### src/rtl/dmem_ctrl.sv
// Data-memory controller between the MIPS core memory port and a variable-
// latency req/ack memory bus. A single-entry posted-write buffer lets stores
// retire without stalling; loads stall the core until their data returns.
module dmem_ctrl #(
    parameter int ADDR_W = 32,
    parameter int DATA_W = 32
) (
    input  logic              clk,
    input  logic              rst,
    input  logic              MemRead,
    input  logic              MemWrite,
    input  logic [ADDR_W-1:0] ALUResult,
    input  logic [DATA_W-1:0] ReadData2,
    output logic [DATA_W-1:0] ReadData,
    output logic              Stall,
    output logic              AddrErr,
    output logic              mem_req,
    output logic              mem_we,
    output logic [ADDR_W-3:0] mem_addr,
    output logic [DATA_W-1:0] mem_wdata,
    input  logic              mem_ack,
    input  logic [DATA_W-1:0] mem_rdata
);

    typedef enum logic [1:0] {
        IDLE  = 2'd0,
        WR    = 2'd1,
        RD    = 2'd2,
        RDONE = 2'd3
    } state_t;

    state_t            state;
    logic              wb_valid;
    logic [ADDR_W-3:0] wb_addr;
    logic [DATA_W-1:0] wb_data;
    logic [ADDR_W-3:0] rd_addr;

    logic illegal;
    logic ld_ok;
    logic st_ok;
    logic ack;

    // The buffer registers drive the bus directly; mem_we doubles as the
    // buffer-occupied flag so the write fields are only presented in WR.
    assign mem_we    = wb_valid;
    assign mem_addr  = wb_valid ? wb_addr : rd_addr;
    assign mem_wdata = wb_data;

    // Request decode: classify the core request and qualify mem_ack.
    always_comb begin
        illegal = ((MemRead | MemWrite) && (ALUResult[1:0] != 2'b00)) ||
                  (MemRead && MemWrite);
        ld_ok   = MemRead  && !illegal;
        st_ok   = MemWrite && !illegal;
        ack     = mem_ack && mem_req;
    end

    // Stall/AddrErr: combinational handshake back to the core.
    always_comb begin
        Stall   = 1'b0;
        AddrErr = 1'b0;
        if (rst) begin
            AddrErr = illegal;
            unique case (state)
                IDLE:    Stall = ld_ok;
                WR:      Stall = ack ? ld_ok : (ld_ok || st_ok);
                RD:      Stall = 1'b1;
                RDONE:   Stall = 1'b0;
                default: Stall = 1'b0;
            endcase
        end
    end

    // Controller FSM with registered bus outputs, write buffer and load data.
    always_ff @(posedge clk) begin
        if (!rst) begin
            state    <= IDLE;
            wb_valid <= 1'b0;
            wb_addr  <= '0;
            wb_data  <= '0;
            rd_addr  <= '0;
            mem_req  <= 1'b0;
            ReadData <= '0;
        end else begin
            unique case (state)
                IDLE: begin
                    if (st_ok) begin
                        wb_valid <= 1'b1;
                        wb_addr  <= ALUResult[ADDR_W-1:2];
                        wb_data  <= ReadData2;
                        mem_req  <= 1'b1;
                        state    <= WR;
                    end else if (ld_ok) begin
                        rd_addr  <= ALUResult[ADDR_W-1:2];
                        mem_req  <= 1'b1;
                        state    <= RD;
                    end
                end
                WR: begin
                    if (ack) begin
                        if (st_ok) begin
                            // Refill the buffer in the ack cycle so the next
                            // write follows with no gap in mem_req.
                            wb_addr <= ALUResult[ADDR_W-1:2];
                            wb_data <= ReadData2;
                        end else if (ld_ok) begin
                            wb_valid <= 1'b0;
                            rd_addr  <= ALUResult[ADDR_W-1:2];
                            state    <= RD;
                        end else begin
                            wb_valid <= 1'b0;
                            mem_req  <= 1'b0;
                            state    <= IDLE;
                        end
                    end
                end
                RD: begin
                    if (ack) begin
                        ReadData <= mem_rdata;
                        mem_req  <= 1'b0;
                        state    <= RDONE;
                    end
                end
                RDONE: begin
                    // The core still shows the completed load here; ignore it.
                    state <= IDLE;
                end
                default: state <= IDLE;
            endcase
        end
    end

endmodule

### config.mk
export PLATFORM = sky130hd
export DESIGN_NAME = dmem_ctrl
export DESIGN_NICKNAME = d
export VERILOG_FILES = /design/src/rtl/dmem_ctrl.sv
export SDC_FILE = /design/constraint.sdc
export NUM_CORES = 1
export LEC_CHECK = 0
export CORE_MARGIN = 4
export CORE_UTILIZATION = 39
export DETAILED_ROUTE_END_ITERATION = 10
export PLACE_DENSITY = 0.78
export SLEW_MARGIN = 25
export SYNTH_ARGS = -nofsm -noshare
export SYNTH_HDL_FRONTEND = slang
export SYNTH_SLANG_ARGS = --single-unit
### constraint.sdc
create_clock -name clk -period 1.8 [get_ports clk]
set_clock_uncertainty 0.05 [all_clocks]
set_input_delay 0.45 -clock clk [delete_from_list [all_inputs] [get_ports clk]]
set_output_delay 0.45 -clock clk [all_outputs]
set_load 0.02 [all_outputs]
Word-level counts from Yosys, hierarchy flattened. Cells that the tools add are included.

Output and inout bits: 98. Register bits: 128.

Reduce and logical (&&, ||, !) cells: 17. Muxes and demuxes: 33. Eq/ne operators: 9. Bitwise operators: 1.

Operator list (count): $mux W30 (6); $pmux W30 S2 (2); $mux W32 (2); $pmux W32 S2 (1); $mux W1 (12); $mux W2 (6); $ne A2 B2 Y1 const B (5); $pmux W2 S4 (1); $reduce_and A4 Y1 (2); $reduce_and A6 Y1 (1); $logic_and A1 B1 Y1 (5); $eq A2 B2 Y1 const B (2); $pmux W1 S4 (1); $reduce_and A2 Y1 (2); $reduce_bool A2 Y1 (2); $ne A3 B3 Y1 const B (1); $pmux W1 S3 (1); $reduce_bool A3 Y1 (1); $eq A2 B1 Y1 const B (1); $logic_not A2 Y1 (1); $logic_or A1 B1 Y1 (2); $pmux W1 S2 (1); $logic_not A1 Y1 (1); $or A1 B1 Y1 (1).

Depth between registers and ports, before layout. Gate-level depths: netlist of the first run.

Depth in word-level cells: 9. Gate-level depth with buffers: 9. Mapped depth without buffers: 6.

Worst setup path before layout of the first run. OpenSTA, ideal clock, no wires.

Path kind: flip-flop to output port. Start point: register wb_valid (netlist: mem_we). End point: output mem_addr[0]. Arrival time: 1.404 ns. Data required time: 1.300 ns. Path slack: -0.104 ns. Buffers on the path: 2. Cell stages (with the launch flop): 4. Cells stage by stage: dfxtp_1 > clkbuf_1 > buf_1 > mux2_2.

Longest elaborated chain between the ends: 1.

Ends and longest elaborated chain: start, declared (line 33) `logic wb_valid;`; start signal, assigned (line 78) `wb_valid <= 1'b0;`; start signal, assigned (line 88) `wb_valid <= 1'b1;`; start signal, assigned (line 107) `wb_valid <= 1'b0;`; $mux W30 (line 46) `assign mem_addr = wb_valid ? wb_addr : rd_addr;`; end, declared (line 19) `output logic [ADDR_W-3:0] mem_addr,`.

No other way between the ends.

Worst setup path after layout of the first run.
Start point: register state[0]. End point: output Stall.

Longest elaborated chain between the ends: 3.

Ends and longest elaborated chain: start, declared (line 32) `state_t state;`; start signal, assigned (line 77) `state <= IDLE;`; start signal, assigned (line 92) `state <= WR;`; start signal, assigned (line 96) `state <= RD;`; $eq A2 B2 Y1 (tied with other cells) (line 64) `unique case (state)`; $pmux W1 S4 (*) (line 64); $mux W1 (*) (line 62) `if (rst) begin`; end, declared (line 15) `output logic Stall,`.

Every way passes the cells marked *; elsewhere a longest branch is shown, timed or not.

==> run summary, run 1 <==
Status - complete, but fails checks
Failing checks - setup timing
CTS Buf Count - 17
Mapped Area - 5080 µm²
Vias - 5042
CP arrival - 1500 ps
Share of cells above drive strength 1 - 35.1%
Grt ovf - 0
Slew @ Worst Pin - 854 ps
Insertion delay to the later sink of the worst-skew pair - 410 ps
Root buffer cell - clkbuf_16
Fmax - 500 MHz
Drt first pass iters - 4
Final Hold Slack - 404 ps
Max Slew Vio Count - 0
DIE HEIGHT - 122 µm
# diodes - 0
CTS Sinks - 128
Area growth syn-to-layout - 76.6%
DR DRC count - 0
Max-Cap Viols - 0
CP Launch Type - flip-flop
I/O pin cnt - 199
PD cells - 999 nW/µm²
Vias per std cell - 5.02
Detailed router's first-iteration violation count - 270
# setup viols final - 99
Core Area - 12700 µm²
# fillers - 944
Final GP Congestion - 0.798
CTS max path bufs - 2
First-pass GRT wire length - 26.6 mm
Critical Path End Type - output pin
TNS Setup - -10350 ps
Die area - 14900 µm²
Vias in the first global route - 5349
Critical path type - reg -> out
Starting Density - 40.1%
Initial antenna violation count - 0
Clock-pin slew on the worst setup and hold paths - 60 ps
Synth unique cells - 34
Warnings from Yosys - 0
Post-DRT Antenna Nets - 0
Input/output buffers - 198
Area of the multi-input gates - 2990 µm²
Die X - 122 µm
Detailed Place HPWL - 10.7 mm
Syn nets - 691
Register area share after synthesis - 50.5%
H-tree depth - 4
Final Net Count - 924
Drt total wl - 18.1 mm
HP Class - reg -> reg
Register area - 2570 µm²
Setup WS post-layout - -202 ps
Total Power - 0.00896 W
Row count - 41
Worst Path Required - 1300 ps
CTS tree - built
P_leak - 3.82 nW
Post-Syn Instances - 586
GRT Util Overall - 22.9%
Routed len/inst - 18.0 µm
Mean post-synth cell area - 8.66 µm²
CP max FO - 3
Max VDD drop - 0.000683 V
RSZ-0062 raised after global routing - yes
#FFs+latches synth - 128
Max_slew headroom - 43.1%
Largest net degree at the start of global routing - 66
Post-Place Worst Slack - -1120 ps
Final Hold Viols - 0
Crit share post-route - 111%
Final min period - 2000 ps
## worst max-delay path: stages, from the launching register on
cell and delay, ps:
dfxtp_4 390, inv_4 50, ha_4 170, nor2_4 70
nor2_1 50, o211a_1 220, buf_6 130
## cell families after synthesis
logic type / count (synthesis) / synth area share (%)
adders and majority gates: 4 / 0.986
AOI/OAI and AO/OA: 116 / 12.7
DFF: 128 / 50.5
buffers and inverters: 45 / 4.83
muxes: 61 / 12.8
xor gates and xnor gates: 1 / 0.173
and+or+nand+nor: 231 / 18.0
## timing repair
| action | in CTS | in global routing |
|---|---|---|
| setup buffers | 15 | 2 |
| pin swaps | 27 | 78 |
| gates cloned | 8 | 1 |
| resized for setup | 283 | 187 |
| hold buffers | 0 | 0 |
| setup endpoints to repair | 193 | 113 |
## where the power goes
group | internal (W) | leakage, nW | switching, W | total (W)
registers | 0.00299 | 1.04 | 0.000103 | 0.00309
clock network | 0.00210 | 0.284 | 0.00123 | 0.00334
logic | 0.00128 | 2.50 | 0.00125 | 0.00253
## area by class of cell
| cell class | instances | share of cell area, % |
|---|---|---|
| Tap cell | 172 | 2.40 |
| Sequential cell | 128 | 28.7 |
| Multi-Input combinational cell | 413 | 33.3 |
| Timing Repair Buffer | 256 | 29.0 |
| Inverter | 3 | 0.195 |
| Clock buffer | 22 | 5.18 |
| Clock inverter | 10 | 1.23 |
## cells in the mapped netlist (all sizes together)
cell / n / area share, %
nand2: 190 / 14
dfxtp: 128 / 50
a21oi: 101 / 10
nor2: 32 / 2.4
mux2i: 31 / 6.1
mux2: 30 / 6.7
clkbuf: 24 / 1.8
buf: 18 / 2.8
ha: 4 / 0.99
inv: 3 / 0.22
o31ai: 3 / 0.44
a211oi: 2 / 0.30
a21boi: 2 / 0.52
nand3: 2 / 0.20
nor4b: 2 / 0.64
a211o: 1 / 0.17
a21bo: 1 / 0.20
a311oi: 1 / 0.17
a31oi: 1 / 0.12
a41o: 1 / 0.20
and3: 1 / 0.12
and4: 1 / 0.17
nand2b: 1 / 0.12
nor3: 1 / 0.099
o211a: 1 / 0.20
o21ai: 1 / 0.099
o22ai: 1 / 0.12
or4b: 1 / 0.27
xnor2: 1 / 0.17
## registers in the layout, indices dropped and copies added, names as in the netlist
signal and count:
wb_addr 30, mem_we 1, mem_req 1, state 2
mem_wdata 32, ReadData 32, rd_addr 30
## per-stage QoR
step	util (%)	instances	instance area [µm²]
after global placement	58.4	949	7400
after floorplan	-	586	5080
after global routing	70.7	1004	8960
final	70.7	1004	8960
after detailed placement	58.4	949	7400
after CTS	65.4	1003	8280
## routing by layer
layer / track usage (%) / part of all wire, %
met4: 8.54 / 2.0
met5: 0 / 0
met3: 8.54 / 7.9
met2: 42.0 / 53
met1: 23.8 / 37
## worst paths after layout
| check | depth (start not counted) | slack, ps | startpoint | to |
|---|---|---|---|---|
| setup / recovery | 6 | -200 | state[0] | Stall |
| hold / removal | 2 | 400 | ReadData[2] | ReadData[2] |
| hold reg to reg | 2 | 400 | ReadData[2] | ReadData[2] |
| setup reg to reg | 13 | -170 | state[0] | mem_wdata[15] |
## layout by cell type, fill, tap and decap left out, types with 3 or more instances in the layout
cell             instances
a21oi_1                 42
ha_4                     3
mux2i_2                  6
nor2_1                  31
nand2_2                 12
dlygate4sd2_1           65
dfxtp_1                125
mux2i_1                 25
mux2_4                  13
buf_4                   27
buf_6                   25
mux2_2                  17
clkbuf_1                 3
buf_2                   20
clkbuf_16               18
buf_12                  12
buf_8                    3
clkinv_2                 6
buf_16                   6
clkdlybuf4s50_1         94
nand2_4                 39
nand2_1                139
a21oi_2                 58
Note: power is estimated with default switching activity, not from simulation.
==> run 2, diff against run 1 <==
--- a/config.mk
+++ b/config.mk
@@ -5,7 +5,7 @@
 export SDC_FILE = /design/constraint.sdc
 export NUM_CORES = 1
 export LEC_CHECK = 0
-export CORE_MARGIN = 4
+export ABC_AREA = 1
 export CORE_UTILIZATION = 39
 export DETAILED_ROUTE_END_ITERATION = 10
 export PLACE_DENSITY = 0.78
==> run summary, run 2 <==
Mean post-synth cell area - 7.96 µm² (-8.2%)
Worst Path Required - 1300 ps (about the same)
Synth area leaders - dfxtp_1 (51%), nor2_1 (14%), mux2_2 (6.7%), o21ai_0 (6.1%), a21oi_1 (3.7%)
Max-Cap Viols - 0 (unchanged)
TNS Setup - -7470 ps (+2870 ps)
CTS Buf Count - 17 (unchanged)
Crit-path slowest cell - dfxtp_4
Drt first pass iters - 4 (unchanged)
Detailed Place HPWL - 9.13 mm (-15%)
Area growth syn-to-layout - 77.7%
Initial antenna violation count - 0 (unchanged)
Sw power - 0.00256 W (-1.2%)
Compound-gate portion of the synthesized area - 13.4% (+0.71 points)
PD cells - 1010 nW/µm² (+1.5%)
Top-count cell post-synth - nor2_1
Row count - 41 (unchanged)
DR DRC count - 0 (unchanged)
Fmax - 490 MHz (-1.8%)
Input/output buffers - 198 (unchanged)
Area share of the largest cell type after synthesis - 50.6% (+0.16 points)
Crit share post-route - 113% (+2.1 points)
Async set or reset register ratio after synthesis - 0% (unchanged)
CTS max path bufs - 2 (unchanged)
Max Slew Vio Count - 0 (unchanged)
Mux cell area share after synthesis - 6.68% (-6.1 points)
HP Class - in -> reg
# diodes - 0 (unchanged)
Final min period - 2040 ps (+37.3 ps)
Setup WS post-layout - -239 ps (-37.3 ps)
CP top delay family - buffers and inverters
Post-Syn Instances - 636 (+8.5%)
Commonest cells in the netlist - nor2_1 (194), dfxtp_1 (128), o21ai_0 (62), nand2_1 (47), a21oi_1 (37)
Most frequent cells in the layout - nor2_1 (148), dfxtp_1 (125), clkdlybuf4s50_1 (95)
Vias in the first global route - 4995 (-6.6%)
#FFs+latches synth - 128 (unchanged)
Clock-pin slew on the worst setup and hold paths - 60 ps (about the same)
Main combinational cell family by area after synthesis - simple AND/OR/NAND/NOR gates
Met2 usage - 38.3% (-3.7 points)
Switching share of power - 28.0% (-0.85 points)
Synth area leader - dfxtp_1
Mapped Area - 5060 µm² (-0.32%)
Crit path cell chain - buf_16, buf_12, mux2_4, buf_6
Insertion delay to the later sink of the worst-skew pair - 420 ps (about the same)
Status - complete, but fails checks
Critical path type - reg -> out
CP max FO - 8 (+5)
Synth unique cells - 25 (-26%)
Largest net degree at the start of global routing - 96 (+45%)
Slew @ Worst Pin - 1060 ps (+205 ps)
Core Area - 12600 µm² (-0.40%)
Die X - 116 µm (-5.1%)
Reg power frac - 34.9% (+0.4 points)
Warnings from Yosys - 0 (unchanged)
Number of synthesized flops with an enable pin - 0 (unchanged)
Die area - 13400 µm² (-9.9%)
Simple-Gate Fraction of Synth Area - 23.1% (+5.1 points)
RSZ-0062 raised after global routing - yes
CP arrival - 1540 ps (+40 ps)
Met3 Track Usage GR - 8.68% (+0.14 points)
Clock share of power - 39.8% (+2.6 points)
CP Launch Type - flip-flop
Gate power share - 25.2% (-3.1 points)
Detailed router's first-iteration violation count - 376 (+39%)
GRT Util Overall - 23.7% (+0.75 points)
Post-CTS Hold Fix Bufs - 0 (unchanged)
Top FF cell, synth - dfxtp_1
Drt total wl - 17.8 mm (-1.7%)
Grt ovf - 0 (unchanged)
Vias - 5312 (+5.4%)
# setup viols final - 91 (-8.1%)
CTS tree - built
P_leak - 3.95 nW (+3.2%)
Post-DRT Antenna Nets - 0 (unchanged)
CTS Sinks - 128 (unchanged)
Adder-Cell Fraction of Synth Area - 0.989% (+0.0032 points)
Met1 usage in global routing - 28.0% (+4.2 points)
Post-synthesis xor/xnor area fraction - 0% (-0.17 points)
H-tree depth - 4 (unchanged)
Max VDD drop - 0.000603 V (-12%)
Register area share after synthesis - 50.6% (+0.16 points)
Routed len/inst - 16.8 µm (-6.6%)
Final Hold Viols - 0 (unchanged)
First-pass GRT wire length - 24.5 mm (-7.8%)
Failing checks - setup timing
Critical Path End Type - output pin
I/O pin cnt - 199 (unchanged)
Max_slew headroom - 29.4% (-14 points)
Final instance area - 8990 µm² (+0.29%)
Starting Density - 40.1% (about the same)
Final Net Count - 977 (+5.7%)
Commonest non-fill, non-tap cell in the layout - nor2_1
Final GP Congestion - 0.764 (-4.3%)
CP bufs+invs - 3 (+1)
Int Power - 0.00656 W (+3.0%)
Worst path max stage delay - 390 ps (about the same)
Post-DP Area - 7310 µm² (-1.3%)
Vias per std cell - 5.03 (about the same)
Syn nets - 741 (+7.2%)
Share of cells above drive strength 1 - 28.7% (-6.4 points)
Root buffer cell - clkbuf_16
Most used routing layer - met2
DIE HEIGHT - 116 µm (-5.1%)
run 2: cell count changes after synthesis, sizes merged, moves of 3 or more:
cell and delta:
a21oi -64, buf +7, clkbuf -5, inv +7
mux2i -31, nand2 -141, nand3 +35, nor2 +165
o21ai +94, o31ai -3
run 2: logic make-up (layout without fill, tap and decap cells):
| logic type | Yosys count | in the layout |
|---|---|---|
| buf+inv | 55 | 304 |
| simple gates | 286 | 286 |
| mux | 30 | 30 |
| flops | 128 | 128 |
| compound gates | 133 | 133 |
| fa+ha+maj | 4 | 4 |
run 2: per-layer routing:
| layer | up-vias | wire, µm |
|---|---|---|
| met1 | 2491 | 7220 |
| met3 | 36 | 1520 |
| met2 | 218 | 8630 |
| li1 | 2567 | - |
| met4 | 0 | 389 |
| met5 | - | 0 |
run 2: power by group through the flow:
stage	Combinational, W	Sequential [W]	Clock (W)
CTS	0.00195	0.00315	0.00368
global placement	0.00175	0.00319	0
global route	0.00247	0.00321	0.00379
floorplan	0.000835	0.00329	0
detailed placement	0.00177	0.00320	0
finish	0.00230	0.00319	0.00363
run 2: tightest hold or removal path, cell delays in order:
cell      delay (ps)
buf_2            110
clkinv_1          80
buf_4            130
a21oi_1           40
run 2: path summary, 6_finish.rpt:
path / cells past startpoint / slack (ps) / startpoint / end
worst min register to register: 2 / 410 / ReadData[16] / ReadData[16]
worst max register to register: 12 / -110 / state[0] / wb_addr[28]
worst max-delay path: 4 / -240 / mem_we / mem_addr[28]
worst min-delay path: 4 / 380 / rst / ReadData[13]
run 2: final cells by class:
cell class	count	area, µm²
Sequential cell	128	2570
Tap cell	172	215
Clock buffer	22	464
Fill cell	970	3630
Inverter	11	63.8
Timing Repair Buffer	261	2830
Multi-Input combinational cell	453	2680
Clock inverter	10	159
run 2: stage by stage:
step | hold slack (ps) | std cells | setup WS [ps] | util, % | total power [W]
6_report | 381 | 1057 | -239 | 71.2 | 0.00912
5_1_grt | 395 | 1057 | -274 | 71.2 | 0.00946
4_1_cts | 375 | 1033 | -251 | 65.3 | 0.00878
3_5_place_dp | 401 | 989 | -767 | 57.9 | 0.00496
3_3_place_gp | 394 | 989 | -746 | 57.9 | 0.00494
2_1_floorplan | 407 | 636 | 67.9 | - | 0.00413
run 2: timing repair:
action                                 CTS  global route
buffers inserted                         9            14
gates resized for setup                316           154
pin swaps                                3            36
cloned                                   4            13
endpoints found under the hold margin    0             0
setup endpoints to repair              190           109
